<file path="src/rtl/uart_tx_serializer.sv">
// ---------------------------------------------------------------------------
// uart_tx_serializer
//
// UART transmit serializer. Pops bytes from the TX FIFO read port over a
// valid/ready handshake and shifts them out on a registered serial line as
// start bit, 5..8 data bits (LSB first), optional parity and one or two stop
// bits, each bit lasting cfg_div_i+1 clock cycles.
//
// Ports
//   clk_i             clock
//   rst_i             synchronous, active-high reset
//   cfg_en_i          transmitter enable (gates acceptance of new bytes only)
//   cfg_div_i[15:0]   bit period minus one, in clk_i cycles
//   cfg_bits_i[1:0]   data bits: 0=5, 1=6, 2=7, 3=8
//   cfg_parity_en_i   append a parity bit
//   cfg_parity_odd_i  0=even, 1=odd parity
//   cfg_stop2_i       0=one stop bit, 1=two stop bits
//   tx_data_i[7:0]    byte from the FIFO; only the low N bits are sent
//   tx_valid_i        FIFO has a byte
//   tx_ready_o        this block pops a byte this cycle
//   tx_o              serial line, registered, idle high
//   busy_o            a frame is in progress
// ---------------------------------------------------------------------------
module uart_tx_serializer (
  input  logic        clk_i,
  input  logic        rst_i,
  input  logic        cfg_en_i,
  input  logic [15:0] cfg_div_i,
  input  logic [1:0]  cfg_bits_i,
  input  logic        cfg_parity_en_i,
  input  logic        cfg_parity_odd_i,
  input  logic        cfg_stop2_i,
  input  logic [7:0]  tx_data_i,
  input  logic        tx_valid_i,
  output logic        tx_ready_o,
  output logic        tx_o,
  output logic        busy_o
);

  localparam int DATA_W = 8;

  typedef enum logic [2:0] {
    IDLE   = 3'd0,
    START  = 3'd1,
    DATA   = 3'd2,
    PARITY = 3'd3,
    STOP   = 3'd4
  } state_t;

  // Keeps only the bits that belong to the selected character length.
  function automatic logic [DATA_W-1:0] data_mask(input logic [1:0] bits);
    logic [DATA_W-1:0] m;
    case (bits)
      2'd0:    m = 8'h1F;
      2'd1:    m = 8'h3F;
      2'd2:    m = 8'h7F;
      default: m = 8'hFF;
    endcase
    return m;
  endfunction

  // Parity over the transmitted data bits only; odd parity inverts it.
  function automatic logic parity_bit(input logic [DATA_W-1:0] data,
                                      input logic [1:0]        bits,
                                      input logic              odd);
    return (^(data & data_mask(bits))) ^ odd;
  endfunction

  // Control state (reset)
  state_t      state_q, state_d;
  logic [15:0] div_cnt_q, div_cnt_d;
  logic [2:0]  bit_cnt_q, bit_cnt_d;
  logic        stop_cnt_q, stop_cnt_d;
  logic        tx_q, tx_d;

  // Per-frame data and configuration snapshot (not reset)
  logic [DATA_W-1:0] shift_q, shift_d;
  logic [15:0]       div_q;
  logic [1:0]        bits_q;
  logic              par_en_q;
  logic              par_bit_q;
  logic              stop2_q;

  logic bit_end;
  logic last_data;
  logic last_stop;
  logic accept;

  // Handshake and status
  // The last stop-bit cycle also accepts so the next start bit follows with
  // no idle gap. Reset blocks the pop so a byte is never lost while the frame
  // state is being cleared.
  assign bit_end    = (div_cnt_q == div_q);
  assign last_data  = (bit_cnt_q == {1'b1, bits_q});
  assign last_stop  = (state_q == STOP) && bit_end && (stop_cnt_q == stop2_q);
  assign tx_ready_o = !rst_i && cfg_en_i && ((state_q == IDLE) || last_stop);
  assign accept     = tx_valid_i && tx_ready_o;
  assign busy_o     = (state_q != IDLE);
  assign tx_o       = tx_q;

  // Next-state and line value
  always_comb begin
    state_d    = state_q;
    bit_cnt_d  = bit_cnt_q;
    stop_cnt_d = stop_cnt_q;
    tx_d       = tx_q;
    shift_d    = shift_q;

    // Bit period counter free-runs 0..div inside a frame and idles at zero.
    if (state_q == IDLE) begin
      div_cnt_d = 16'd0;
    end else if (bit_end) begin
      div_cnt_d = 16'd0;
    end else begin
      div_cnt_d = div_cnt_q + 16'd1;
    end

    unique case (state_q)
      IDLE: begin
        tx_d = 1'b1;
        if (accept) begin
          state_d = START;
          tx_d    = 1'b0;
          shift_d = tx_data_i;
        end
      end

      START: begin
        if (bit_end) begin
          state_d   = DATA;
          bit_cnt_d = 3'd0;
          tx_d      = shift_q[0];
        end
      end

      DATA: begin
        if (bit_end) begin
          if (last_data) begin
            if (par_en_q) begin
              state_d = PARITY;
              tx_d    = par_bit_q;
            end else begin
              state_d    = STOP;
              stop_cnt_d = 1'b0;
              tx_d       = 1'b1;
            end
          end else begin
            // The current bit sits in shift_q[0]; the next one is shift_q[1].
            bit_cnt_d = bit_cnt_q + 3'd1;
            tx_d      = shift_q[1];
            shift_d   = {1'b0, shift_q[DATA_W-1:1]};
          end
        end
      end

      PARITY: begin
        if (bit_end) begin
          state_d    = STOP;
          stop_cnt_d = 1'b0;
          tx_d       = 1'b1;
        end
      end

      STOP: begin
        if (bit_end) begin
          if (stop_cnt_q != stop2_q) begin
            stop_cnt_d = 1'b1;
            tx_d       = 1'b1;
          end else if (accept) begin
            state_d = START;
            tx_d    = 1'b0;
            shift_d = tx_data_i;
          end else begin
            state_d = IDLE;
            tx_d    = 1'b1;
          end
        end
      end

      default: begin
        state_d = IDLE;
        tx_d    = 1'b1;
      end
    endcase
  end

  // Control registers
  always_ff @(posedge clk_i) begin
    if (rst_i) begin
      state_q    <= IDLE;
      div_cnt_q  <= 16'd0;
      bit_cnt_q  <= 3'd0;
      stop_cnt_q <= 1'b0;
      tx_q       <= 1'b1;
    end else begin
      state_q    <= state_d;
      div_cnt_q  <= div_cnt_d;
      bit_cnt_q  <= bit_cnt_d;
      stop_cnt_q <= stop_cnt_d;
      tx_q       <= tx_d;
    end
  end

  // Frame snapshot: configuration is frozen on accept so register writes
  // during a frame only take effect from the next byte.
  always_ff @(posedge clk_i) begin
    shift_q <= shift_d;
    if (accept) begin
      div_q     <= cfg_div_i;
      bits_q    <= cfg_bits_i;
      par_en_q  <= cfg_parity_en_i;
      par_bit_q <= parity_bit(tx_data_i, cfg_bits_i, cfg_parity_odd_i);
      stop2_q   <= cfg_stop2_i;
    end
  end

endmodule

</file>
<file path="config.mk">
export PLATFORM = sky130hd
export DESIGN_NAME = uart_tx_serializer
export DESIGN_NICKNAME = d
export VERILOG_FILES = /design/src/rtl/uart_tx_serializer.sv
export SDC_FILE = /design/constraint.sdc
export NUM_CORES = 1
export LEC_CHECK = 0
export BUFFER_PORTS_ARGS = -buffer_cell sky130_fd_sc_hd__buf_4
export CAP_MARGIN = 20
export CORE_MARGIN = 2
export CORE_UTILIZATION = 30
export CTS_CLUSTER_DIAMETER = 40
export DETAILED_ROUTE_END_ITERATION = 8
export PLACE_DENSITY_LB_ADDON = 0.15
export SYNTH_ARGS = -nofsm -noshare
export SYNTH_HDL_FRONTEND = slang
export SYNTH_SLANG_ARGS = --single-unit
</file>
<file path="constraint.sdc">
create_clock -name clk_i -period 4.6 [get_ports clk_i]
set_input_delay 0 -clock clk_i [delete_from_list [all_inputs] [get_ports clk_i]]
set_output_delay 0 -clock clk_i [all_outputs]
set_load 0.005 [all_outputs]
</file>
==> metrics.yaml <==
synthesis:
  ys_async_sr_fraction_pct: 0
  synth_compound_area_share_pct: 10.8
  synth_cell_type_count: 49
  synth_warnings: 0
  syn_area_um2: 2570
  synth_simple_gate_area_share_pct: 17.1
  synth_top_flop_cell: "edfxtp_1"
  synth_fa_ha_area_share_pct: 0.975
  synth_fp_nets: 268
  synth-seq-cells: 53
  synth_top_family_by_area: "simple AND/OR/NAND/NOR gates"
  ys_seq_area_share_pct: 52.6
  synth_edf_count: 29
  syn_avg_cell_area_um2: 11.0
  muxShareOfSynthArea_pct: 1.56
  synth_xor_area_share_pct: 14.0
  synthCells: 233
sta:
  hold_violations: 0
  worst_pin_slew_ns: 0.928
  fin_skew_ns: 0.00708
  timing.final.crit_share_pct: 57.0
  min_period_ns: 2.62
  setup_viol: 0
  relSlewSlack_pct: 38.0
  rsz0062_at_grt: "false"
  holdWs_ns: 0.0138
  slew_violations: 0
  setup_tns_ns: 0
  max_freq_ghz: 0.382
grt:
  grt_start_max_net_pins: 30
  groute.layer.met2.usage_pct: 17.4
  antenna_found_initial: 0
  use_met1_pct: 18.6
  grtUsageMet3_pct: 3.34
  busiest_layer: "met1"
  first_global_vias: 1704
  grt_pass1_wl_mm: 8.71
  grtUsageTotal_pct: 12.3
  grt.overflow.total: 0
setup_path:
  critPathSlowestCell: "a21boi_4"
  critical_path_depth: 6
  r2r-start: "div_q[12]$_DFFE_PN_"
  worstSetupEndpointType: "flip-flop"
  rrSetupSlack_ns: 1.98
  worst-path-buf-inv: 0
  crit_end: "shift_q[7]$_SDFFCE_PP0P_"
  crit_chain: "xor2_1, nor4_2, nand4_2, a21boi_4, mux2i_1, nor2_1"
  crit_fanout: 29
  crit_path_start: "div_q[12]$_DFFE_PN_"
  startpoint_type: "flip-flop"
  r2r-end: "shift_q[7]$_SDFFCE_PP0P_"
  path_class: "flip-flop to flip-flop"
  critPathMaxStageDelay_ns: 0.81
  crit_arrival_ns: 2.69
  critical_path.top_delay_family: "compound AO/OA/AOI/OAI gates"
  required_ns: 4.67
  reg2reg_depth: 6
finish:
  drive_gt1_share_pct: 19.0
  mostFrequentLayoutCell: "buf_4"
  antenna_cells: 0
  layout.nets: 329
  area_growth_pct: 27.4
  mostFrequentLayoutCells: "buf_4, nor2_1, edfxtp_1"
  n_fill_cell: 825
route:
  avgViaCountPerCell: 4.68
  antenna_left: 0
  wl_per_cell_um: 13.4
  vias: 1872
  drt-initial-drc-count: 75
  drcViolationCount: 0
  firstDrtPassIters: 4
  wirelength_mm: 5.34
die:
  die_x_um: 96.5
  die_height_um: 96.5
  io_pins: 36
  dieArea_um2: 9310
  core_um2: 8260
  initial_core_util_pct: 31.1
  rows: 33
clocking:
  clockRootBuffer: "clkbuf_8"
  post_cts_buffers: 0
  cts_buffers: 5
  cts_resized: 0
  clock-sinks: 53
  clk_latency_ns: 0.30
  clkTransAtPathRegs_ns: 0.10
  clock_path_buffers: 2
  hold_buffers: 26
  h-tree-depth: 2
  cts_tree: "built"
hold_path:
  hold_path.class: "input pin to flip-flop"
pwr:
  cellPowerDensity_nw_per_um2: 308
  seq_power_share_pct: 55.3
  vdd_ir_drop_max_mv: 0.137
  p_sw_share_pct: 26.7
  total_switching_power_uw: 269
  p_leak_uw: 0.00123
  power_frac_comb_pct: 17.2
  p_int_uw: 739
  power_frac_clock_pct: 27.5
run_status:
  status: "finished, final reports clean"
placement:
  place.gp.congestion: 0.799
  place.detailed.hpwl_mm: 3.76
  io_buffers: 35
run:
  cap_violations: 0
==> Yosys cell counts (2+ instances only) <==
library cell | count | area share (%)
and3_1 | 7 | 1.7
xor2_1 | 24 | 8.2
or3_1 | 2 | 0.49
inv_1 | 5 | 0.73
and3_2 | 2 | 0.58
a41oi_1 | 2 | 0.68
ha_1 | 2 | 0.97
mux2i_1 | 4 | 1.6
a21oi_1 | 7 | 1.4
a22o_1 | 7 | 2.4
nand2_1 | 7 | 1.0
nor4_2 | 4 | 1.9
clkbuf_1 | 2 | 0.29
nor2_1 | 33 | 4.8
nand4_1 | 3 | 0.73
o21ai_0 | 11 | 2.1
buf_2 | 2 | 0.39
nand3_1 | 6 | 1.2
nor3_1 | 4 | 0.78
xnor2_1 | 17 | 5.8
edfxtp_1 | 29 | 34
dfxtp_1 | 24 | 19
a21boi_0 | 2 | 0.58
a22oi_1 | 2 | 0.58
==> per-stage QoR <==
stage                     util (%)  total power, uW  area (um^2)  worst slack [ns]  instances
after floorplan                  -              667         2570              2.35        233
final                         39.6             1010         3270              1.98        400
after global routing          39.6             1070         3270              1.75        400
after global placement        35.2              729         2910              1.91        365
after detailed placement      35.2              725         2910              1.87        365
after CTS                     39.5             1020         3260              1.87        399
==> metal layers <==
layer | vias to the layer above | part of all wire, % | wire length [um]
li1 | 962 | - | -
met1 | 855 | 53 | 2820
met2 | 50 | 41 | 2190
met3 | 5 | 5.2 | 278
met4 | 0 | 1.1 | 58
met5 | - | 0 | 0
==> worst min path at each step <==
stage	startpoint	to	slack, ns	cells after the start
floorplan	cfg_bits_i[0]	bits_q[0]$_DFFE_PN_	0.1	0
global route	tx_data_i[1]	shift_q[1]$_DFFE_PP_	0.01	2
global placement	cfg_div_i[0]	div_q[0]$_DFFE_PN_	0.18	1
CTS	tx_data_i[1]	shift_q[1]$_DFFE_PP_	0.0009	2
detailed placement	cfg_div_i[9]	div_q[9]$_DFFE_PN_	0.18	1
finish	tx_data_i[1]	shift_q[1]$_DFFE_PP_	0.01	2
==> kinds of logic (layout without fill, tap and decap cells) <==
logic type                 after synthesis  after routing
and+or+nand+nor                         80             80
DFF                                     53             53
xor gates and xnor gates                41             41
AOI/OAI and AO/OA                       39             39
buffers and inverters                   14             76
muxes                                    4              4
adders and majority gates                2              2
==> cell type report <==
class | count | area [um^2] | area share (%)
Clock buffer | 6 | 82.6 | 2.52
Clock inverter | 2 | 13.8 | 0.421
Inverter | 6 | 22.5 | 0.689
Multi-Input combinational cell | 166 | 1140 | 34.8
Sequential cell | 53 | 1350 | 41.3
Tap cell | 105 | 131 | 4.02
Timing Repair Buffer | 62 | 531 | 16.2
==> flip-flops by register name (all words and copies together), names as in the netlist <==
register and flops:
div_q 16, bit_cnt_q 3, par_en_q 1, bits_q 2
stop_cnt_q 1, par_bit_q 1, state_q 3, shift_q 8
stop2_q 1, div_cnt_q 16, tx_o 1
==> worst register-to-register path, stage by stage, from the launching register on <==
cell      delay, ns
edfxtp_1       0.39
xor2_1         0.17
nor4_2         0.39
nand4_2        0.30
a21boi_4       0.81
mux2i_1        0.28
nor2_1         0.05
==> power by group through the flow <==
stage | logic, uW | registers [uW] | clock network, uW
finish | 173 | 557 | 277
global route | 198 | 562 | 309
CTS | 176 | 557 | 288
detailed placement | 158 | 567 | 0
global placement | 161 | 568 | 0
floorplan | 112 | 555 | 0
(Power assumes the default switching activity.)
